`src/rtl/id_branch_predict_resolve.sv`:
```
// ID-stage branch/jump resolve unit with IF-stage prediction.
// IF looks up a direct-mapped BHT of saturating counters and a tagged BTB.
// ID resolves the real outcome with EX/MEM and MEM/WB forwarding and
// redirects only on a mispredict. Training is applied one cycle after resolve.
// Optional feature macro: BP_PERF_CNT_EN adds branch / mispredict counters.
module id_branch_predict_resolve #(
  parameter int unsigned PC_WIDTH    = 32,
  parameter int unsigned DATA_WIDTH  = 32,
  parameter int unsigned BHT_DEPTH   = 64,
  parameter int unsigned BTB_DEPTH   = 16,
  parameter int unsigned CNT_WIDTH   = 2,
  parameter int unsigned ALUOP_WIDTH = 4,
  parameter int unsigned RADDR_WIDTH = 5
) (
  input  logic                   clk,
  input  logic                   rst_n,
  input  logic [PC_WIDTH-1:0]    if_pc,
  output logic                   pred_taken,
  output logic [PC_WIDTH-1:0]    pred_target,
  input  logic                   id_valid,
  input  logic                   id_stall,
  input  logic [PC_WIDTH-1:0]    id_pc,
  input  logic                   id_pred_taken,
  input  logic [PC_WIDTH-1:0]    id_pred_target,
  input  logic                   branch_jump,
  input  logic                   alu_src,
  input  logic [ALUOP_WIDTH-1:0] alu_op,
  input  logic                   id_reg_read1,
  input  logic [RADDR_WIDTH-1:0] id_reg_rs1,
  input  logic [RADDR_WIDTH-1:0] id_reg_rs2,
  input  logic [RADDR_WIDTH-1:0] exmem_reg_dest,
  input  logic [RADDR_WIDTH-1:0] memwb_reg_dest,
  input  logic                   exmem_reg_write,
  input  logic                   memwb_reg_write,
  input  logic [DATA_WIDTH-1:0]  exmem_reg_wdata,
  input  logic [DATA_WIDTH-1:0]  wb_reg_wdata,
  input  logic [DATA_WIDTH-1:0]  reg_rdata1,
  input  logic [DATA_WIDTH-1:0]  reg_rdata2,
  input  logic [DATA_WIDTH-1:0]  imm,
  output logic [PC_WIDTH-1:0]    target_pc,
  output logic                   flush_pipeline,
  output logic                   pc_src
`ifdef BP_PERF_CNT_EN
  ,
  output logic [31:0]            perf_branch_cnt,
  output logic [31:0]            perf_mispred_cnt
`endif
);

  localparam int unsigned BHT_IDX_W = $clog2(BHT_DEPTH);
  localparam int unsigned BTB_IDX_W = $clog2(BTB_DEPTH);
  localparam int unsigned TAG_W     = PC_WIDTH - BTB_IDX_W - 2;
  localparam int unsigned UPC_W     = PC_WIDTH - 2;

  localparam logic [ALUOP_WIDTH-1:0] ALU_EQ    = ALUOP_WIDTH'(0);
  localparam logic [ALUOP_WIDTH-1:0] ALU_NE    = ALUOP_WIDTH'(1);
  localparam logic [ALUOP_WIDTH-1:0] ALU_LT    = ALUOP_WIDTH'(2);
  localparam logic [ALUOP_WIDTH-1:0] ALU_GE    = ALUOP_WIDTH'(3);
  localparam logic [ALUOP_WIDTH-1:0] ALU_LTU   = ALUOP_WIDTH'(4);
  localparam logic [ALUOP_WIDTH-1:0] ALU_GEU   = ALUOP_WIDTH'(5);
  localparam logic [ALUOP_WIDTH-1:0] ALU_ADDPC = ALUOP_WIDTH'(6);

  localparam logic [CNT_WIDTH-1:0] CNT_RST = CNT_WIDTH'((1 << (CNT_WIDTH - 1)) - 1);
  localparam logic [CNT_WIDTH-1:0] CNT_MAX = {CNT_WIDTH{1'b1}};
  localparam logic [PC_WIDTH-1:0]  PC_FOUR = PC_WIDTH'(4);

  // Prediction tables
  logic [CNT_WIDTH-1:0] bht_q       [BHT_DEPTH];
  logic                 btb_valid_q [BTB_DEPTH];
  logic [TAG_W-1:0]     btb_tag_q   [BTB_DEPTH];
  logic [PC_WIDTH-1:0]  btb_tgt_q   [BTB_DEPTH];
  logic                 btb_jal_q   [BTB_DEPTH];

  // Update pipeline register
  logic              upd_valid_q,  upd_valid_d;
  logic [UPC_W-1:0]  upd_pc_q,     upd_pc_d;
  logic              upd_taken_q,  upd_taken_d;
  logic [PC_WIDTH-1:0] upd_target_q, upd_target_d;
  logic              upd_branch_q, upd_branch_d;
  logic              upd_jal_q,    upd_jal_d;
  logic              upd_jalr_q,   upd_jalr_d;
  logic              upd_alias_q,  upd_alias_d;

  logic [BHT_IDX_W-1:0] if_bht_idx;
  logic [BTB_IDX_W-1:0] if_btb_idx;
  logic [TAG_W-1:0]     if_tag;
  logic                 if_hit;
  logic                 if_taken;

  logic [DATA_WIDTH-1:0] op1, rs2_val, op2;
  logic                  is_jmp, is_branch, is_jal, is_jalr;
  logic                  cmp_taken, actual_taken;
  logic [PC_WIDTH-1:0]   br_target, jalr_sum, actual_target;
  logic                  id_go, resolve, alias_mis, ctl_mis, mispredict;

  logic [BHT_IDX_W-1:0] u_bht_idx;
  logic [BTB_IDX_W-1:0] u_btb_idx;
  logic [CNT_WIDTH-1:0] bht_cur, bht_next;
  logic                 btb_alloc;

  // IF lookup: BTB hit plus BHT direction or unconditional JAL
  always_comb begin
    if_bht_idx  = if_pc[BHT_IDX_W+1:2];
    if_btb_idx  = if_pc[BTB_IDX_W+1:2];
    if_tag      = if_pc[PC_WIDTH-1:BTB_IDX_W+2];
    if_hit      = btb_valid_q[if_btb_idx] && (btb_tag_q[if_btb_idx] == if_tag);
    if_taken    = rst_n && if_hit && (btb_jal_q[if_btb_idx] || bht_q[if_bht_idx][CNT_WIDTH-1]);
    pred_taken  = if_taken;
    pred_target = if_taken ? btb_tgt_q[if_btb_idx] : if_pc + PC_FOUR;
  end

  // Operand forwarding: EX/MEM over MEM/WB over register file; r0 never forwards
  always_comb begin
    op1 = reg_rdata1;
    if (exmem_reg_write && (exmem_reg_dest != '0) && (exmem_reg_dest == id_reg_rs1)) begin
      op1 = exmem_reg_wdata;
    end else if (memwb_reg_write && (memwb_reg_dest != '0) && (memwb_reg_dest == id_reg_rs1)) begin
      op1 = wb_reg_wdata;
    end
    rs2_val = reg_rdata2;
    if (exmem_reg_write && (exmem_reg_dest != '0) && (exmem_reg_dest == id_reg_rs2)) begin
      rs2_val = exmem_reg_wdata;
    end else if (memwb_reg_write && (memwb_reg_dest != '0) && (memwb_reg_dest == id_reg_rs2)) begin
      rs2_val = wb_reg_wdata;
    end
    op2 = alu_src ? imm : rs2_val;
  end

  // Actual outcome and mispredict detection
  always_comb begin
    is_jmp    = branch_jump && (alu_op == ALU_ADDPC);
    is_branch = branch_jump && !is_jmp;
    is_jal    = is_jmp && !id_reg_read1;
    is_jalr   = is_jmp && id_reg_read1;

    case (alu_op)
      ALU_EQ:  cmp_taken = (op1 == op2);
      ALU_NE:  cmp_taken = (op1 != op2);
      ALU_LT:  cmp_taken = ($signed(op1) <  $signed(op2));
      ALU_GE:  cmp_taken = ($signed(op1) >= $signed(op2));
      ALU_LTU: cmp_taken = (op1 <  op2);
      ALU_GEU: cmp_taken = (op1 >= op2);
      default: cmp_taken = 1'b0;
    endcase

    br_target     = id_pc + PC_WIDTH'(imm);
    jalr_sum      = PC_WIDTH'(op1 + imm);
    actual_taken  = is_jmp || (is_branch && cmp_taken);
    actual_target = is_jalr ? (jalr_sum & ~PC_WIDTH'(1)) : br_target;

    id_go     = rst_n && id_valid && !id_stall;
    resolve   = id_go && branch_jump;
    alias_mis = id_go && !branch_jump && id_pred_taken;
    ctl_mis   = resolve && ((actual_taken != id_pred_taken) ||
                            (actual_taken && (actual_target != id_pred_target)));
    mispredict = ctl_mis || alias_mis;

    flush_pipeline = mispredict;
    pc_src         = mispredict;
    target_pc      = '0;
    if (mispredict) begin
      target_pc = actual_taken ? actual_target : id_pc + PC_FOUR;
    end
  end

  // Next value of the update register: capture on resolve or BTB alias
  always_comb begin
    upd_valid_d  = resolve || alias_mis;
    upd_pc_d     = id_pc[PC_WIDTH-1:2];
    upd_taken_d  = actual_taken;
    upd_target_d = actual_target;
    upd_branch_d = is_branch;
    upd_jal_d    = is_jal;
    upd_jalr_d   = is_jalr;
    upd_alias_d  = alias_mis;
  end

  // Update register; a reset discards any pending update
  always_ff @(posedge clk or negedge rst_n) begin
    if (!rst_n) begin
      upd_valid_q  <= 1'b0;
      upd_pc_q     <= '0;
      upd_taken_q  <= 1'b0;
      upd_target_q <= '0;
      upd_branch_q <= 1'b0;
      upd_jal_q    <= 1'b0;
      upd_jalr_q   <= 1'b0;
      upd_alias_q  <= 1'b0;
    end else begin
      upd_valid_q  <= upd_valid_d;
      upd_pc_q     <= upd_pc_d;
      upd_taken_q  <= upd_taken_d;
      upd_target_q <= upd_target_d;
      upd_branch_q <= upd_branch_d;
      upd_jal_q    <= upd_jal_d;
      upd_jalr_q   <= upd_jalr_d;
      upd_alias_q  <= upd_alias_d;
    end
  end

  // Training values: saturating counter step and BTB allocate decision
  always_comb begin
    u_bht_idx = upd_pc_q[BHT_IDX_W-1:0];
    u_btb_idx = upd_pc_q[BTB_IDX_W-1:0];
    bht_cur   = bht_q[u_bht_idx];
    bht_next  = bht_cur;
    if (upd_taken_q && (bht_cur != CNT_MAX)) begin
      bht_next = bht_cur + CNT_WIDTH'(1);
    end else if (!upd_taken_q && (bht_cur != '0)) begin
      bht_next = bht_cur - CNT_WIDTH'(1);
    end
    btb_alloc = upd_taken_q && !upd_jalr_q && (upd_branch_q || upd_jal_q);
  end

  // Table write; IF reads the pre-write contents in the same cycle
  always_ff @(posedge clk or negedge rst_n) begin
    if (!rst_n) begin
      for (int unsigned i = 0; i < BHT_DEPTH; i++) begin
        bht_q[BHT_IDX_W'(i)] <= CNT_RST;
      end
      for (int unsigned j = 0; j < BTB_DEPTH; j++) begin
        btb_valid_q[BTB_IDX_W'(j)] <= 1'b0;
        btb_tag_q[BTB_IDX_W'(j)]   <= '0;
        btb_tgt_q[BTB_IDX_W'(j)]   <= '0;
        btb_jal_q[BTB_IDX_W'(j)]   <= 1'b0;
      end
    end else if (upd_valid_q) begin
      if (upd_branch_q) begin
        bht_q[u_bht_idx] <= bht_next;
      end
      if (btb_alloc) begin
        btb_valid_q[u_btb_idx] <= 1'b1;
        btb_tag_q[u_btb_idx]   <= upd_pc_q[UPC_W-1:BTB_IDX_W];
        btb_tgt_q[u_btb_idx]   <= upd_target_q;
        btb_jal_q[u_btb_idx]   <= upd_jal_q;
      end else if (upd_alias_q) begin
        btb_valid_q[u_btb_idx] <= 1'b0;
      end
    end
  end

`ifdef BP_PERF_CNT_EN
  logic [31:0] perf_branch_q, perf_mispred_q;

  // Free-running resolve and mispredict event counters
  always_ff @(posedge clk or negedge rst_n) begin
    if (!rst_n) begin
      perf_branch_q  <= '0;
      perf_mispred_q <= '0;
    end else begin
      if (resolve)    perf_branch_q  <= perf_branch_q + 32'd1;
      if (mispredict) perf_mispred_q <= perf_mispred_q + 32'd1;
    end
  end

  assign perf_branch_cnt  = perf_branch_q;
  assign perf_mispred_cnt = perf_mispred_q;
`else
  // No performance counters in this build
`endif

endmodule

```
`config.mk`:
```
export PLATFORM = sky130hd
export DESIGN_NAME = id_branch_predict_resolve
export DESIGN_NICKNAME = d
export VERILOG_FILES = /design/src/rtl/id_branch_predict_resolve.sv
export SDC_FILE = /design/constraint.sdc
export NUM_CORES = 2
export LEC_CHECK = 0
export ABC_AREA = 1
export ABC_CLOCK_PERIOD_IN_PS = 11900
export CORE_UTILIZATION = 45
export DETAILED_ROUTE_END_ITERATION = 12
export PLACE_DENSITY_LB_ADDON = 0.2
export SLEW_MARGIN = 5
export SYNTH_ARGS = -nofsm -noshare
export SYNTH_HDL_FRONTEND = slang
export SYNTH_SLANG_ARGS = --single-unit
```
`constraint.sdc`:
```
create_clock -name clk -period 11.9 [get_ports clk]
set_clock_uncertainty 0.15 [all_clocks]
set_input_delay 1.785 -clock clk [delete_from_list [all_inputs] [get_ports clk]]
set_output_delay 1.785 -clock clk [all_outputs]
set_load 0.005 [all_outputs]
```
== Yosys cells after proc, flatten, opt, wreduce, memory -nomap -nowiden ==
Cells that the tools add are included.

* Bits of input ports: 290
* Word-level logic and storage cells: 266
* Bits in registers: 1156
* Output and inout bits: 67

* Muxes and demuxes: 44
* Add/subtract/negate cells: 6
* Bitwise logic cells: 7
* Equal/unequal tests: 16
* Reductions and logical operators: 47
* $lt $le $gt $ge: 10

{| class="wikitable"
|+ Operators with widths
! cell !! number
|-
| bitwise mux 512 bit || 1
|-
| bitwise mux 416 bit || 1
|-
| two-way mux 32 bit || 12
|-
| binary-select mux 32 bit (select 4 bit) || 1
|-
| bitwise mux 128 bit || 1
|-
| demux 32 bit (select 4 bit) || 1
|-
| binary-select mux 26 bit (select 4 bit) || 1
|-
| demux 26 bit (select 4 bit) || 1
|-
| two-way mux 26 bit || 3
|-
| adder 32 x 3 -> 32 bit (second input constant) || 2
|-
| adder 32 bit || 2
|-
| >= comparator 32 bit || 2
|-
| < comparator 32 bit || 2
|-
| inequality test 32 bit || 2
|-
| equality test 32 bit || 1
|-
| two-way mux 16 bit || 2
|-
| logical AND 1 bit || 27
|-
| equality test 26 bit || 1
|-
| binary-select mux 2 bit (select 6 bit) || 2
|-
| equality test 5 bit || 4
|-
| bitwise AND 16 bit || 1
|-
| bitwise mux 16 bit || 1
|-
| NOT 16 bit || 1
|-
| bitwise OR 16 bit || 1
|-
| other kinds (25) || 57
|}

== Depth between registers and ports, before layout ==
* Depth in word-level cells: 15
* Mapped depth: 37
* Depth with buffers taken out: 33

== Least setup slack after synthesis ==
Ideal clock, no wire load.

* Path type: in2out
* Start point: input memwb_reg_dest[1]
* End point: output pc_src
* Setup slack: 4.510 ns
* Path buffers: 3
* Data arrival time: 5.455 ns
* Cell stages on the path: 29
* Required time: 9.965 ns
* Path through: xor2_1 -> nor4_1 -> nand3_1 -> clkbuf_1 -> o211ai_1 -> o21ai_0 -> nor2_1 -> a21oi_1 -> ha_1 -> a21oi_1 -> o21ai_0 -> nand2_1 -> nand3_1 -> a21oi_1 -> nand3b_1 -> nand3_1 -> nand2_1 -> nand3_1 -> nand2_1 -> nand2_2 -> nand4_1 -> nor2_1 -> nand2_1 -> nor2_2 -> nand3_2 -> o21bai_4 -> buf_6 -> nand2_1 -> buf_4

* Word-level cells in the longest chain between the ends: 14
* Elaborated cells on any way between the ends: 28
* Classes of those cells: add/sub (1); order compare (4); eq/ne (6); mux (7); reduce/logical (10)

{| class="wikitable"
|+ RTL lines
! what !! line !! text
|-
| start, declared || 32 || <nowiki>input logic [RADDR_WIDTH-1:0] memwb_reg_dest,</nowiki>
|-
| nonzero test 5 bit || 117, 123 ||
|-
| logical AND 1 bit || 117, 123 ||
|-
| logical AND 1 bit || 123 || <nowiki>end else if (memwb_reg_write && (memwb_reg_dest != '0) && (memwb_reg_dest == id_reg_rs2)) begin</nowiki>
|-
| two-way mux 32 bit || 123 ||
|-
| two-way mux 32 bit || 121 || <nowiki>if (exmem_reg_write && (exmem_reg_dest != '0) && (exmem_reg_dest == id_reg_rs2)) begin</nowiki>
|-
| two-way mux 32 bit || 126 || <nowiki>op2 = alu_src ? imm : rs2_val;</nowiki>
|-
| >= comparator 32 bit (tied with other cells) || 142 || <nowiki>ALU_GEU: cmp_taken = (op1 >= op2);</nowiki>
|-
| case mux 1 bit (6 select lines) || 136 || <nowiki>case (alu_op)</nowiki>
|-
| logical AND 1 bit || 148 || <nowiki>actual_taken = is_jmp || (is_branch && cmp_taken);</nowiki>
|-
| logical OR 1 bit || 148 ||
|-
| inequality test 1 bit / logical AND 1 bit (equally long branches) || 154, 155 ||
|-
| logical OR 1 bit * || 154 || <nowiki>ctl_mis = resolve && ((actual_taken != id_pred_taken) ||</nowiki>
|-
| logical AND 1 bit * || 154 ||
|-
| logical OR 1 bit * || 156 || <nowiki>mispredict = ctl_mis || alias_mis;</nowiki>
|-
| end, declared || 42 || <nowiki>output logic pc_src</nowiki>
|}

Mark *: on every way between the ends. The rest lies on a longest branch, timed or not.

== Worst setup path in the final report ==
* Start point: input memwb_reg_dest[1]
* End point: output target_pc[23]

* Word-level cells in the longest chain between the ends: 15
* Elaborated cells on any way between the ends: 30
* Classes of those cells: add/sub (1); order compare (4); eq/ne (6); mux (9); reduce/logical (10)

{| class="wikitable"
|+ RTL lines
! what !! line !! text
|-
| nonzero test 5 bit || 117, 123 ||
|-
| logical AND 1 bit || 117, 123 ||
|-
| logical AND 1 bit || 123 ||
|-
| two-way mux 32 bit || 123 ||
|-
| two-way mux 32 bit || 121 ||
|-
| two-way mux 32 bit || 126 ||
|-
| >= comparator 32 bit (tied with other cells) || 142 ||
|-
| case mux 1 bit (6 select lines) || 136 ||
|-
| logical AND 1 bit || 148 ||
|-
| logical OR 1 bit || 148 ||
|-
| inequality test 1 bit / logical AND 1 bit (equally long branches) || 154, 155 ||
|-
| logical OR 1 bit || 154 ||
|-
| logical AND 1 bit || 154 ||
|-
| logical OR 1 bit || 156 ||
|-
| two-way mux 32 bit * || 161 || <nowiki>if (mispredict) begin</nowiki>
|-
| end, declared || 40 || <nowiki>output logic [PC_WIDTH-1:0] target_pc,</nowiki>
|}

Marks and branches as above.

==> results by group <==
Outcome
  • Status: complete, no violations

Floorplan
  • Die H: 367 microns
  • Starting density of the core: 0.455
  • Core Area: 132000 sq um
  • IO Pins: roughly 360
  • Site row count: 133
  • Die width: 367 microns
  • Die area: around 130000 sq um

Placed design
  • Placed Area: ~64000 sq um
  • Dpl hpwl: 143000 microns
  • Buffers on Ports: 356
  • GP Congestion: approximately 1

Worst setup path
  • Most frequent CP cell: nand2_1
  • End of the worst register-to-register path: bht_q[59]$_DFFE_PN0P_
  • Critical Path Sink Type: output port
  • Setup crit start kind: primary input
  • Flop2flop setup slack: between 6 and 7 ns
  • Crit-path max cell delay: about 0.79 ns
  • Data arrival time of the critical path: between 8 and 9 ns
  • Reg2reg start: upd_pc_q[1]$_DFF_PN0_
  • Worst path slowest cell: o21bai_4
  • Crit-path max FO: 33
  • CP Data Required Time: approximately 10 ns
  • Critical path class: primary input to output port
  • Worst Reg2Reg Path Length in Cells: 14

Pwr
  • Total power: around 9300 uW
  • Peak supply drop: ~0.00011 V
  • Leakage: just over 0.03 uW
  • Power Density: ~140 nW/um^2

STA
  • RSZ-0062 raised after global routing: false
  • Crit share post-route: 0.897
  • Actual slew at the worst max-slew pin: around 1.2 ns
  • Min Tclk post-route: roughly 11 ns
  • Slew headroom: 0.185
  • FMAX: about 0.094 GHz
  • Total Neg Setup Slack: 0 ns
  • Hold Vio Cnt, Final: 0
  • Endpoints failing setup: 0
  • Fin. max-slew vios: 0

Logic synthesis
  • Post-synth top cells: nand2_1 (1715), o21ai_0 (1662), dfrtp_1 (1092), nor2_1 (739), clkbuf_1 (441)
  • Post-Synthesis Cells: about 7.6k
  • Most frequent cell after synthesis: nand2_1
  • Number of flops mapped to enable cells by yosys: 0
  • Largest cells by area after synthesis: dfrtp_1 (45%), o21ai_0 (14%), nand2_1 (11%)
  • Yosys cell types: around 70
  • Post-Syn Area: ~60000 sq um
  • Synthesized flop and latch total: between 1k and 1.5k
  • Average size of a mapped cell: ~7.9 sq um
  • Most common flop cell mapped by yosys: dfrtp_1
  • Cell taking the most area after synthesis: dfrtp_1
  • Sequential fraction of the synthesis area: 0.483
  • Synth warn: 0
  • Async S/R FF share, synth: 1.00
  • Post-synth top area share: 0.455
  • Syn_nets: between 8k and 9k

Clock tree
  • Clock buffer depth: 3
  • CTS sink cnt: 1156
  • # Post-CTS Setup Buffers: 0
  • Hold buffer count at cts: 0
  • Post-cts gate resize count: 0
  • CTS tree: done
  • Htree depth: 3
  • Worst-Skew Late Latency: between 0.7 and 0.8 ns
  • Inserted Clock Buffers: between 100 and 150
  • Root buffer cell: clkbuf_16
  • Clock Pin Slew Worst Setup and Hold Paths: 0.06 ns

Min path
  • Hold path start: bht_q[84]$_DFFE_PN1P_
  • Worst Hold Path EP: bht_q[84]$_DFFE_PN1P_
  • Worst hold stages: 2
  • Hold Crit Class: flip-flop to flip-flop

Layout
  • Nets@finish: 8000
  • Design area: about 68000 sq um
  • Area Growth Syn to Fin: 13.8%
  • Fraction of layout cells with a size suffix above 1: 0.0587

Run
  • Max-Cap Viols: 0

Drt
  • Final ANT Viol Nets: 0
  • Drt wl/cell: around 23 microns
  • DR iter-0 viols: a little under 6k
  • DRC Markers: 0
  • Total Wirelength: approximately 220000 microns
  • DR vias/cell: about 5.9
  • Via count: 56.1k
  • Drt pass-1 iters: 6

Global routing
  • Vias in the first global route: ~52k
  • Largest net degree at the start of global routing: 180
  • All-Layer GR Usage: 0.322
  • Initial antenna violation count: 26
  • First-pass GRT wire length: between 300000 and 400000 microns
  • Gr ovfl total: 0
-- per-stage QoR --
step / std cells / util / hold slack, ns / worst slack (ns)
detailed placement: 9245 / 0.487 / 0.316 / 1.33
global route: 9469 / 0.518 / 0.335 / 0.719
CTS: 9468 / 0.518 / 0.325 / 1.27
floorplan: 7636 / - / 0.298 / 4.51
global placement: 9245 / 0.487 / 0.310 / 1.25
finish: 9469 / 0.518 / 0.323 / 1.22
-- cell families (layout without fill, tap and decap cells) --
kind of cell	after synthesis	in the layout	share of synthesized area
AOI/OAI and AO/OA	2511	2511	0.229
xor gates and xnor gates	75	75	0.0111
adders and majority gates	99	99	0.0209
buffers and inverters	945	1022	0.0629
DFF	1156	1156	0.483
muxes	13	13	0.00217
other	0	1	0
and+or+nand+nor	2837	2837	0.191
-- layout by cell type (no fill, tap or decap), types with 119 or more instances in the layout --
| cell type | instances |
|---|---|
| a21oi_1 | 287 |
| clkbuf_16 | 119 |
| clkdlybuf4s50_1 | 351 |
| dfrtp_1 | 1092 |
| inv_1 | 355 |
| nand2_1 | 1697 |
| nand3_1 | 219 |
| nor2_1 | 738 |
| o21ai_0 | 1662 |
| o22ai_1 | 156 |
-- how the worst max path moves through the flow --
stage	end	from	cells after the start	slack (ns)
global placement	target_pc[30]	memwb_reg_dest[1]	29	1.25
global route	target_pc[26]	memwb_reg_dest[1]	28	0.72
detailed placement	target_pc[23]	memwb_reg_dest[1]	29	1.33
finish	target_pc[23]	memwb_reg_dest[1]	29	1.22
floorplan	pc_src	memwb_reg_dest[1]	29	4.51
CTS	target_pc[23]	memwb_reg_dest[1]	29	1.27
-- per-layer routing --
metal	part of all wire	track usage
met2	0.45	0.496
met4	0.048	0.146
met5	0.0012	0
met1	0.42	0.438
met3	0.090	0.0630
-- worst max-delay path: cells and delay by family --
kind                       cells  cell delay, ns
AOI/OAI and AO/OA              6            1.76
xor gates and xnor gates       1            0.20
adders and majority gates      1            0.31
buffers and inverters          3            1.06
and+or+nand+nor               18            3.59
-- registers in the layout (all words and copies together) (netlist names), named ones only --
| register | cells |
|---|---|
| bht_q | 128 |
| btb_jal_q | 16 |
| btb_tag_q | 416 |
| btb_tgt_q | 512 |
| upd_alias_q | 1 |
| upd_branch_q | 1 |
| upd_jal_q | 1 |
| upd_jalr_q | 1 |
| upd_pc_q | 30 |
| upd_taken_q | 1 |
| upd_target_q | 32 |
| upd_valid_q | 1 |
-- where the power goes --
part	internal (uW)	leakage, uW	total, uW	switching, uW
Sequential	4010	0.0157	4090	77.6
Clock	2280	0.00205	3920	1640
Combinational	385	0.0126	1290	900
Total	6680	0.0304	9300	2620
-- final cells by class --
type	count	area, sq um
Clock buffer	172	3510
Multi-Input combinational cell	5535	27400
Timing Repair Buffer	426	4200
Fill cell	12600	63600
Tap cell	1755	2200
Antenna cell	1	2.50
Sequential cell	1156	29000
Clock inverter	51	602
Inverter	373	1420
Power figures use the tool's default switching activity.
